[src/rtl/wr_port_arbiter_9way.sv]
//------------------------------------------------------------------------------
// Module  : wr_port_arbiter_9way
// Brief   : Two-class round-robin arbiter for one VGPR write port (9 requesters).
// Revision: 1.0 - initial release
//------------------------------------------------------------------------------
`default_nettype none

module wr_port_arbiter_9way #(
  parameter logic [8:0] HIPRI_MASK   = 9'h000,
  parameter logic [3:0] STARVE_LIMIT = 4'd4
) (
  input  logic        clk,
  input  logic        rst_n,
  input  logic [8:0]  port_req,
  input  logic        wr_hold,
  output logic [8:0]  port_grant,
  output logic [15:0] wr_port_select,
  output logic        arb_starve
);

  logic [8:0] grant_q, grant_d;
  logic       starve_q, starve_d;
  logic [3:0] hi_ptr_q, hi_ptr_d;
  logic [3:0] lo_ptr_q, lo_ptr_d;
  logic [3:0] cnt_q, cnt_d;

  logic [8:0] elig, hi, lo;
  logic [3:0] hi_win, lo_win;
  logic       lo_wait, take_lo;

  // First set bit of vec at or above ptr, wrapping 8 -> 0.
  function automatic logic [3:0] rr_pick(input logic [8:0] vec, input logic [3:0] ptr);
    logic [4:0] idx;
    logic [3:0] sel;
    logic       hit;
    sel = 4'd0;
    hit = 1'b0;
    for (int k = 0; k < 9; k++) begin
      idx = {1'b0, ptr} + 5'(k);
      if (idx >= 5'd9) idx = idx - 5'd9;
      if (!hit && vec[idx[3:0]]) begin
        hit = 1'b1;
        sel = idx[3:0];
      end
    end
    return sel;
  endfunction

  function automatic logic [3:0] ptr_after(input logic [3:0] win);
    return (win == 4'd8) ? 4'd0 : win + 4'd1;
  endfunction

  always_comb begin
    elig    = port_req & ~grant_q;
    hi      = elig & HIPRI_MASK;
    lo      = elig & ~HIPRI_MASK;
    // A low port still requesting right after its grant is waiting on its next write.
    lo_wait = |(port_req & ~HIPRI_MASK);
    hi_win  = rr_pick(hi, hi_ptr_q);
    lo_win  = rr_pick(lo, lo_ptr_q);
    take_lo = (lo != 9'd0) &&
              ((hi == 9'd0) || ((STARVE_LIMIT != 4'd0) && (cnt_q == STARVE_LIMIT)));

    grant_d  = 9'd0;
    starve_d = 1'b0;
    hi_ptr_d = hi_ptr_q;
    lo_ptr_d = lo_ptr_q;
    cnt_d    = cnt_q;

    if (!wr_hold) begin
      if (take_lo) begin
        grant_d  = 9'd1 << lo_win;
        starve_d = (hi != 9'd0);
        lo_ptr_d = ptr_after(lo_win);
        cnt_d    = 4'd0;
      end else if (hi != 9'd0) begin
        grant_d  = 9'd1 << hi_win;
        hi_ptr_d = ptr_after(hi_win);
        if (!lo_wait)                 cnt_d = 4'd0;
        else if (cnt_q < STARVE_LIMIT) cnt_d = cnt_q + 4'd1;
        else                          cnt_d = STARVE_LIMIT;
      end else begin
        cnt_d = 4'd0;
      end
    end
  end

  always_ff @(posedge clk or negedge rst_n) begin
    if (!rst_n) begin
      grant_q  <= 9'd0;
      starve_q <= 1'b0;
      hi_ptr_q <= 4'd0;
      lo_ptr_q <= 4'd0;
      cnt_q    <= 4'd0;
    end else begin
      grant_q  <= grant_d;
      starve_q <= starve_d;
      hi_ptr_q <= hi_ptr_d;
      lo_ptr_q <= lo_ptr_d;
      cnt_q    <= cnt_d;
    end
  end

  assign port_grant     = grant_q;
  assign wr_port_select = {7'd0, grant_q};
  assign arb_starve     = starve_q;

endmodule

`default_nettype wire
[config.mk]
export PLATFORM = sky130hd
export DESIGN_NAME = wr_port_arbiter_9way
export DESIGN_NICKNAME = d
export VERILOG_FILES = /design/src/rtl/wr_port_arbiter_9way.sv
export SDC_FILE = /design/constraint.sdc
export NUM_CORES = 1
export LEC_CHECK = 0
export CAP_MARGIN = 10
export CORE_MARGIN = 2
export CORE_UTILIZATION = 45
export CTS_CLUSTER_DIAMETER = 60
export CTS_CLUSTER_SIZE = 14
export DETAILED_ROUTE_END_ITERATION = 10
export HOLD_SLACK_MARGIN = 0.06
export PLACE_DENSITY_LB_ADDON = 0.05
export SKIP_LAST_GASP = 1
export SYNTH_ARGS = -nofsm -noshare
export SYNTH_HDL_FRONTEND = slang
export SYNTH_SLANG_ARGS = --single-unit
[constraint.sdc]
create_clock -name clk -period 4.4 [get_ports clk]
set_input_delay 0.44 -clock clk [delete_from_list [all_inputs] [get_ports clk]]
set_output_delay 0.44 -clock clk [all_outputs]
set_load 0.05 [all_outputs]
==> results_dict.tcl, run 1 <==
set metrics [dict create \
    layout.nets 769 \
    worst_path_max_delay_cell "sky130_fd_sc_hd__or4_4" \
    gp_congestion 1.04 \
    drt-total-wl_um 19300 \
    drt_first_pass_iters 5 \
    antennaDiodeCount 0 \
    vias 5671 \
    synth_top_flop_cell "sky130_fd_sc_hd__dfrtp_1" \
    clock_tree.buffer_depth 2 \
    grt_setup_unrepaired "true" \
    flip_flop_and_latch_count_after_synthesis 13 \
    grt-ovfl-total 0 \
    area_growth_syn_to_layout_pct 36.3 \
    synth.area.top_cells "sky130_fd_sc_hd__ha_1 7.3%, sky130_fd_sc_hd__dfrtp_1 7.0%, sky130_fd_sc_hd__mux2i_1 6.5%" \
    required_arrival_time_at_the_worst_endpoint_ns 4.58 \
    ant_nets 0 \
    slew_headroom 0.340 \
    worst_setup_slack_after_layout_ns 0.173 \
    die_width_um 105 \
    clock_latency_ns 0.24 \
    clock_tree.root_cell "sky130_fd_sc_hd__clkbuf_8" \
    cp_data_arrival_time_ns 4.41 \
    path_common_cell "sky130_fd_sc_hd__buf_4" \
    worstSetupStartpointType "register" \
    synth.top_cell.area_share 0.0730 \
    critical_path.top_delay_family "simple AND/OR/NAND/NOR gates" \
    worst_hold_path_type "in -> async" \
    dp_hpwl_um 14900 \
    synth_top_cell_by_area "sky130_fd_sc_hd__ha_1" \
    syn-cell-area_mm2 0.00463 \
    number_of_global_route_vias_before_repair 5347 \
    row_count 37 \
    skew_ns 0.00466 \
    number_of_synthesized_flops_with_an_enable_pin 0 \
    via_per_inst 6.56 \
    critical_path_buf_inv_count 4 \
    grt_start_max_net_pins 38 \
    run_status "finished, final reports clean" \
    timing.critical_path.cells "inv_4, buf_4, ha_1, and2_1, o311a_1, or2_1, buf_4, a31oi_1, nand2_1, or4_4, nor4_4, a211o_1, inv_2, ha_2, nand2b_1, o32ai_2, a41o_1" \
    yosysSeqAreaShare 0.0703 \
    stdcell_area_mm2 0.00631 \
    drive_above_1_share 0.316 \
    drt_iter0_markers 452 \
    numCtsBuffers 3 \
    crit_fanout 5 \
    detailedPlace.worstSlack_ns -0.295 \
    grt_util_all_layers 0.337 \
    critical-path-max-stage-delay_ns 0.51 \
    report.final.slew_viol_count 0 \
    clock_tree_from_tritoncts "yes" \
    drc_errors 0 \
    post-route-period-util 0.961 \
    initial_utilization 0.457 \
    io_buffer_count 29 \
    worst_setup_hold_path_clk_slew_ns 0.05 \
    drt-wirelength-per-cell_um 22.3 \
    antenna_found_initial 0 \
    maxClockFrequency_ghz 0.237 \
    mean_post_synth_cell_area_um2 7.41 \
    finalSetupViolations 0 \
    core_area_mm2 0.0101 \
    max_cap_viols 0 \
    worst_slew_pin_slew_ns 0.988 \
    worst-setup-path-type "reg -> reg" \
    design.die.area_mm2 0.0111 \
    wire_length_of_the_first_global_routing_pass_um 29400 \
    netlist_instances 625 \
    finalWorstPathRequiredPeriod_ns 4.23 \
    worst_hold_slack_across_all_endpoints_ns 0.561 \
    ys_warnings 0 \
    die_h_um 105 \
    synthArstFlopShare 1.00 \
    report.final.hold_viol_count 0 \
    endpoint_kind "register" \
    num_io_pins 38 \
    cts-htree-levels 1 \
    cts.sink_count 13 \
    placement.cell_area_mm2 0.00566 \
    synth.lib_cells_used.distinct 102 \
]
## flip-flops by register name, indices dropped and copies added, names as in the netlist
signal	flops
port_grant	9
lo_ptr_q	4
## final cells by class
cell class | instances | area, µm²
well taps | 136 | 170
inverters | 15 | 61.3
flip-flops and latches | 13 | 330
clock buffers | 4 | 45.0
fillers | 921 | 3830
multi-input cells | 550 | 4430
repair buffers | 147 | 1270
## layout by cell type, fill, tap and decap left out, types with 9 or more instances in the layout
cell / Yosys / routed
sky130_fd_sc_hd__a21oi_1: 30 / 26
sky130_fd_sc_hd__a31oi_1: 9 / 9
sky130_fd_sc_hd__buf_4: 27 / 108
sky130_fd_sc_hd__clkdlybuf4s50_1: 0 / 29
sky130_fd_sc_hd__dfrtp_1: 13 / 9
sky130_fd_sc_hd__ha_1: 27 / 14
sky130_fd_sc_hd__mux2i_1: 30 / 25
sky130_fd_sc_hd__nand2_1: 56 / 54
sky130_fd_sc_hd__nand2b_1: 20 / 19
sky130_fd_sc_hd__nand3_1: 19 / 18
sky130_fd_sc_hd__nor2_1: 37 / 36
sky130_fd_sc_hd__nor2b_1: 19 / 17
sky130_fd_sc_hd__nor3_1: 26 / 25
sky130_fd_sc_hd__o211ai_1: 15 / 15
sky130_fd_sc_hd__o21a_1: 9 / 9
sky130_fd_sc_hd__o21ai_0: 25 / 22
sky130_fd_sc_hd__xnor2_1: 12 / 9
## routing by layer
metal / routed length (µm) / vias to the layer above / global-route usage
li1: - / 2584 / -
met1: 8120 / 2716 / 0.436
met2: 8720 / 290 / 0.546
met3: 1270 / 81 / 0.0371
met4: 1200 / 0 / 0.189
met5: 0 / - / 0
## repair_timing
action	CTS	global route
setup endpoints to repair	12	13
buffers inserted	2	13
hold buffers	0	0
gates resized for setup	8	86
pin swaps	3	22
gates cloned	0	1
## stage by stage
stage          cells  TNS (ns)  utilization
5_1_grt          865    -0.107        0.622
6_report         865         0        0.622
3_5_place_dp     845     -1.84        0.558
2_1_floorplan    632         0            -
3_3_place_gp     845    -0.286        0.558
4_1_cts          851         0        0.567
## kinds of logic after synthesis
kind of cell               count (synthesis)  synth area share
muxes                                     35            0.0851
DFF                                       13            0.0703
other                                      1          0.000810
AOI/OAI and AO/OA                        206             0.338
adders and majority gates                 27            0.0730
xor gates and xnor gates                  20            0.0443
and+or+nand+nor                          254             0.303
buffers and inverters                     69            0.0857
## cells in the mapped netlist (all sizes together), types with 16 or more instances
master  instances
a21oi          32
buf            43
ha             27
mux2i          30
nand2          56
nand2b         21
nand3          20
nor2           38
nor2b          19
nor3           28
o211ai         16
o21ai          30
xnor2          16
## final timing paths
check                             from  slack (ns)  cells past startpoint             to
setup / recovery           lo_ptr_q[2]        0.17                     17    lo_ptr_q[3]
hold / removal                   rst_n        0.56                      1  port_grant[8]
setup reg to reg           lo_ptr_q[2]        0.17                     17    lo_ptr_q[3]
hold reg to reg            lo_ptr_q[1]        0.78                      3    lo_ptr_q[1]
max in group asynchronous        rst_n        3.44                      1    lo_ptr_q[1]
min in group clk           lo_ptr_q[1]        0.78                      3    lo_ptr_q[1]
Power of run 1 is left out: the tool's default activity adds up to more than one toggle a clock period on the data nets, which glitch-free logic cannot reach.
==> run 2: changes to the inputs <==
--- a/config.mk
+++ b/config.mk
@@ -8,7 +8,6 @@
 export CAP_MARGIN = 10
 export CORE_MARGIN = 2
 export CORE_UTILIZATION = 45
-export CTS_CLUSTER_DIAMETER = 60
 export CTS_CLUSTER_SIZE = 14
 export DETAILED_ROUTE_END_ITERATION = 10
 export HOLD_SLACK_MARGIN = 0.06
==> results of run 2 <==
The final DEF is identical to that of run 1; final timing and power are the same.
Power of run 2 is left out for the same reason.
==> run 3: changes to the inputs <==
==> constraint.sdc (replaced) <==
create_clock -name clk -period 3.4 [get_ports clk]
set_input_delay 0.34 -clock clk [delete_from_list [all_inputs] [get_ports clk]]
set_output_delay 0.34 -clock clk [all_outputs]
set_load 0.05 [all_outputs]
==> run 3 against run 2 <==
- critical path depth up 3
- routed wire length is 18% higher
- the run now ends with setup timing left
- sequential share of layout area shrank 1.0 points
- register-to-register slack worse by 1.0 ns
- first-iteration DRC count is 62% higher
- non-clock buffer count rose by 177
- maximum frequency shrank 0.99%
- sequential cell count unchanged
- worst setup slack worse by 1.0 ns
- hold slack got worse by 0.068 ns
- count of clock-buffer cells in the layout is the same
- via count up 15%
==> results_dict.tcl, run 3 (synthesis results as in run 1) <==
set metrics [dict create \
    grt_util_all_layers 0.373 \
    drt_first_pass_iters 8 \
    design.die.area_mm2 0.0111 \
    row_count 37 \
    drc_errors 0 \
    number_of_global_route_vias_before_repair 6243 \
    grt_setup_unrepaired "true" \
    wire_length_of_the_first_global_routing_pass_um 32900 \
    max_cap_viols 0 \
    layout.nets 947 \
    drt_iter0_markers 733 \
    mostFrequentLayoutCell "sky130_fd_sc_hd__buf_4" \
    finalWorstPathRequiredPeriod_ns 4.27 \
    run_status "finished with violations" \
    worst_slew_pin_slew_ns 0.650 \
    setup_total_negative_slack_ns -10.53 \
    stdcell_area_mm2 0.00785 \
    largest_register_ffs 9 \
    failed_checks "setup timing" \
    post-route-period-util 1.26 \
    die_h_um 105 \
    die_width_um 105 \
    clock_tree.buffer_depth 2 \
    clock_tree_from_tritoncts "yes" \
    report.final.hold_viol_count 0 \
    clock_tree.root_cell "sky130_fd_sc_hd__clkbuf_8" \
    antennaDiodeCount 0 \
    grt_start_max_net_pins 31 \
    dp_hpwl_um 17200 \
    worst_setup_hold_path_clk_slew_ns 0.06 \
    drive_above_1_share 0.473 \
    cts-htree-levels 1 \
    io_buffer_count 29 \
    worst-setup-path-type "reg -> reg" \
    cts.sink_count 13 \
    vias 6542 \
    endpoint_kind "register" \
    worst_hold_path_type "in -> async" \
    maxClockFrequency_ghz 0.234 \
    initial_utilization 0.457 \
    placement.cell_area_mm2 0.00695 \
    finalSetupViolations 13 \
    report.final.slew_viol_count 0 \
    mostFrequentLayoutCells "279 x sky130_fd_sc_hd__buf_4, 52 x sky130_fd_sc_hd__nand2_1, 34 x sky130_fd_sc_hd__nor2_1, 29 x sky130_fd_sc_hd__clkdlybuf4s50_1, 27 x sky130_fd_sc_hd__a21oi_1" \
    gp_congestion 0.998 \
    skew_ns 0.00677 \
    antenna_found_initial 0 \
    ant_nets 0 \
    drt-wirelength-per-cell_um 21.8 \
    clock_latency_ns 0.25 \
    drt-total-wl_um 22700 \
    worst_setup_slack_after_layout_ns -0.869 \
    num_io_pins 38 \
    ctsHoldBuffers 0 \
    core_area_mm2 0.0101 \
    slew_headroom 0.565 \
    required_arrival_time_at_the_worst_endpoint_ns 3.53 \
    crit_fanout 7 \
    area_growth_syn_to_layout_pct 69.6 \
    cp_data_arrival_time_ns 4.40 \
    via_per_inst 6.27 \
    grt-ovfl-total 0 \
    worstSetupStartpointType "register" \
    numCtsBuffers 3 \
    fin_util 0.775 \
    worst_hold_slack_across_all_endpoints_ns 0.493 \
]
run 3: final timing paths:
kind                                 end  slack, ns  depth (start not counted)   startpoint
max reg2reg                  lo_ptr_q[2]      -0.87                         20  lo_ptr_q[2]
min                        port_grant[5]       0.49                          1        rst_n
max                          lo_ptr_q[2]      -0.87                         20  lo_ptr_q[2]
max in group asynchronous    lo_ptr_q[1]       2.45                          1        rst_n
min reg2reg                  lo_ptr_q[1]       0.69                          2  lo_ptr_q[1]
min in group clk             lo_ptr_q[1]       0.69                          2  lo_ptr_q[1]
run 3: metal layers:
layer  track usage  vias to the layer above  part of all wire
met4         0.132                        0             0.049
met2         0.667                      383              0.49
met1         0.468                     3113              0.39
met3        0.0284                      111             0.074
li1              -                     2935                 -
met5             0                        -                 0
run 3: through the flow:
step	worst slack (ns)	instances
5_1_grt	-0.997	1043
3_5_place_dp	-1.10	1005
3_3_place_gp	-0.995	1005
6_report	-0.869	1043
2_1_floorplan	-0.865	632
4_1_cts	-0.853	1022
run 3: layout make-up:
cell class,count,area [µm²]
multi-input combinational,551,4650
tap,136,170
timing repair buffer,324,2590
fill,716,2280
inverter,15,68.8
clock buffer,4,45.0
sequential,13,330
run 3: worst max-delay path, stage by stage (launching register included):
cell,delay [ns]
sky130_fd_sc_hd__dfrtp_2,0.51
sky130_fd_sc_hd__inv_6,0.12
sky130_fd_sc_hd__ha_4,0.20
sky130_fd_sc_hd__nand2b_4,0.16
sky130_fd_sc_hd__a2111o_1,0.37
sky130_fd_sc_hd__o211ai_1,0.20
sky130_fd_sc_hd__buf_4,0.19
sky130_fd_sc_hd__buf_4,0.10
sky130_fd_sc_hd__o21ai_0,0.08
sky130_fd_sc_hd__a211oi_1,0.42
sky130_fd_sc_hd__a211oi_4,0.12
sky130_fd_sc_hd__buf_4,0.17
sky130_fd_sc_hd__and3_1,0.14
sky130_fd_sc_hd__o21ai_1,0.20
sky130_fd_sc_hd__a21oi_2,0.08
sky130_fd_sc_hd__a211o_1,0.37
sky130_fd_sc_hd__buf_6,0.17
sky130_fd_sc_hd__ha_4,0.17
sky130_fd_sc_hd__ha_4,0.20
sky130_fd_sc_hd__mux2i_1,0.12
sky130_fd_sc_hd__nor2_1,0.05
run 3: timing repair:
item	in CTS	in global routing
pin swaps	18	37
buffers inserted	13	21
resized for setup	42	78
cloned	1	0
endpoints found under the setup margin	13	13
endpoints found under the hold margin	0	0
Power of run 3 is left out for the same reason.
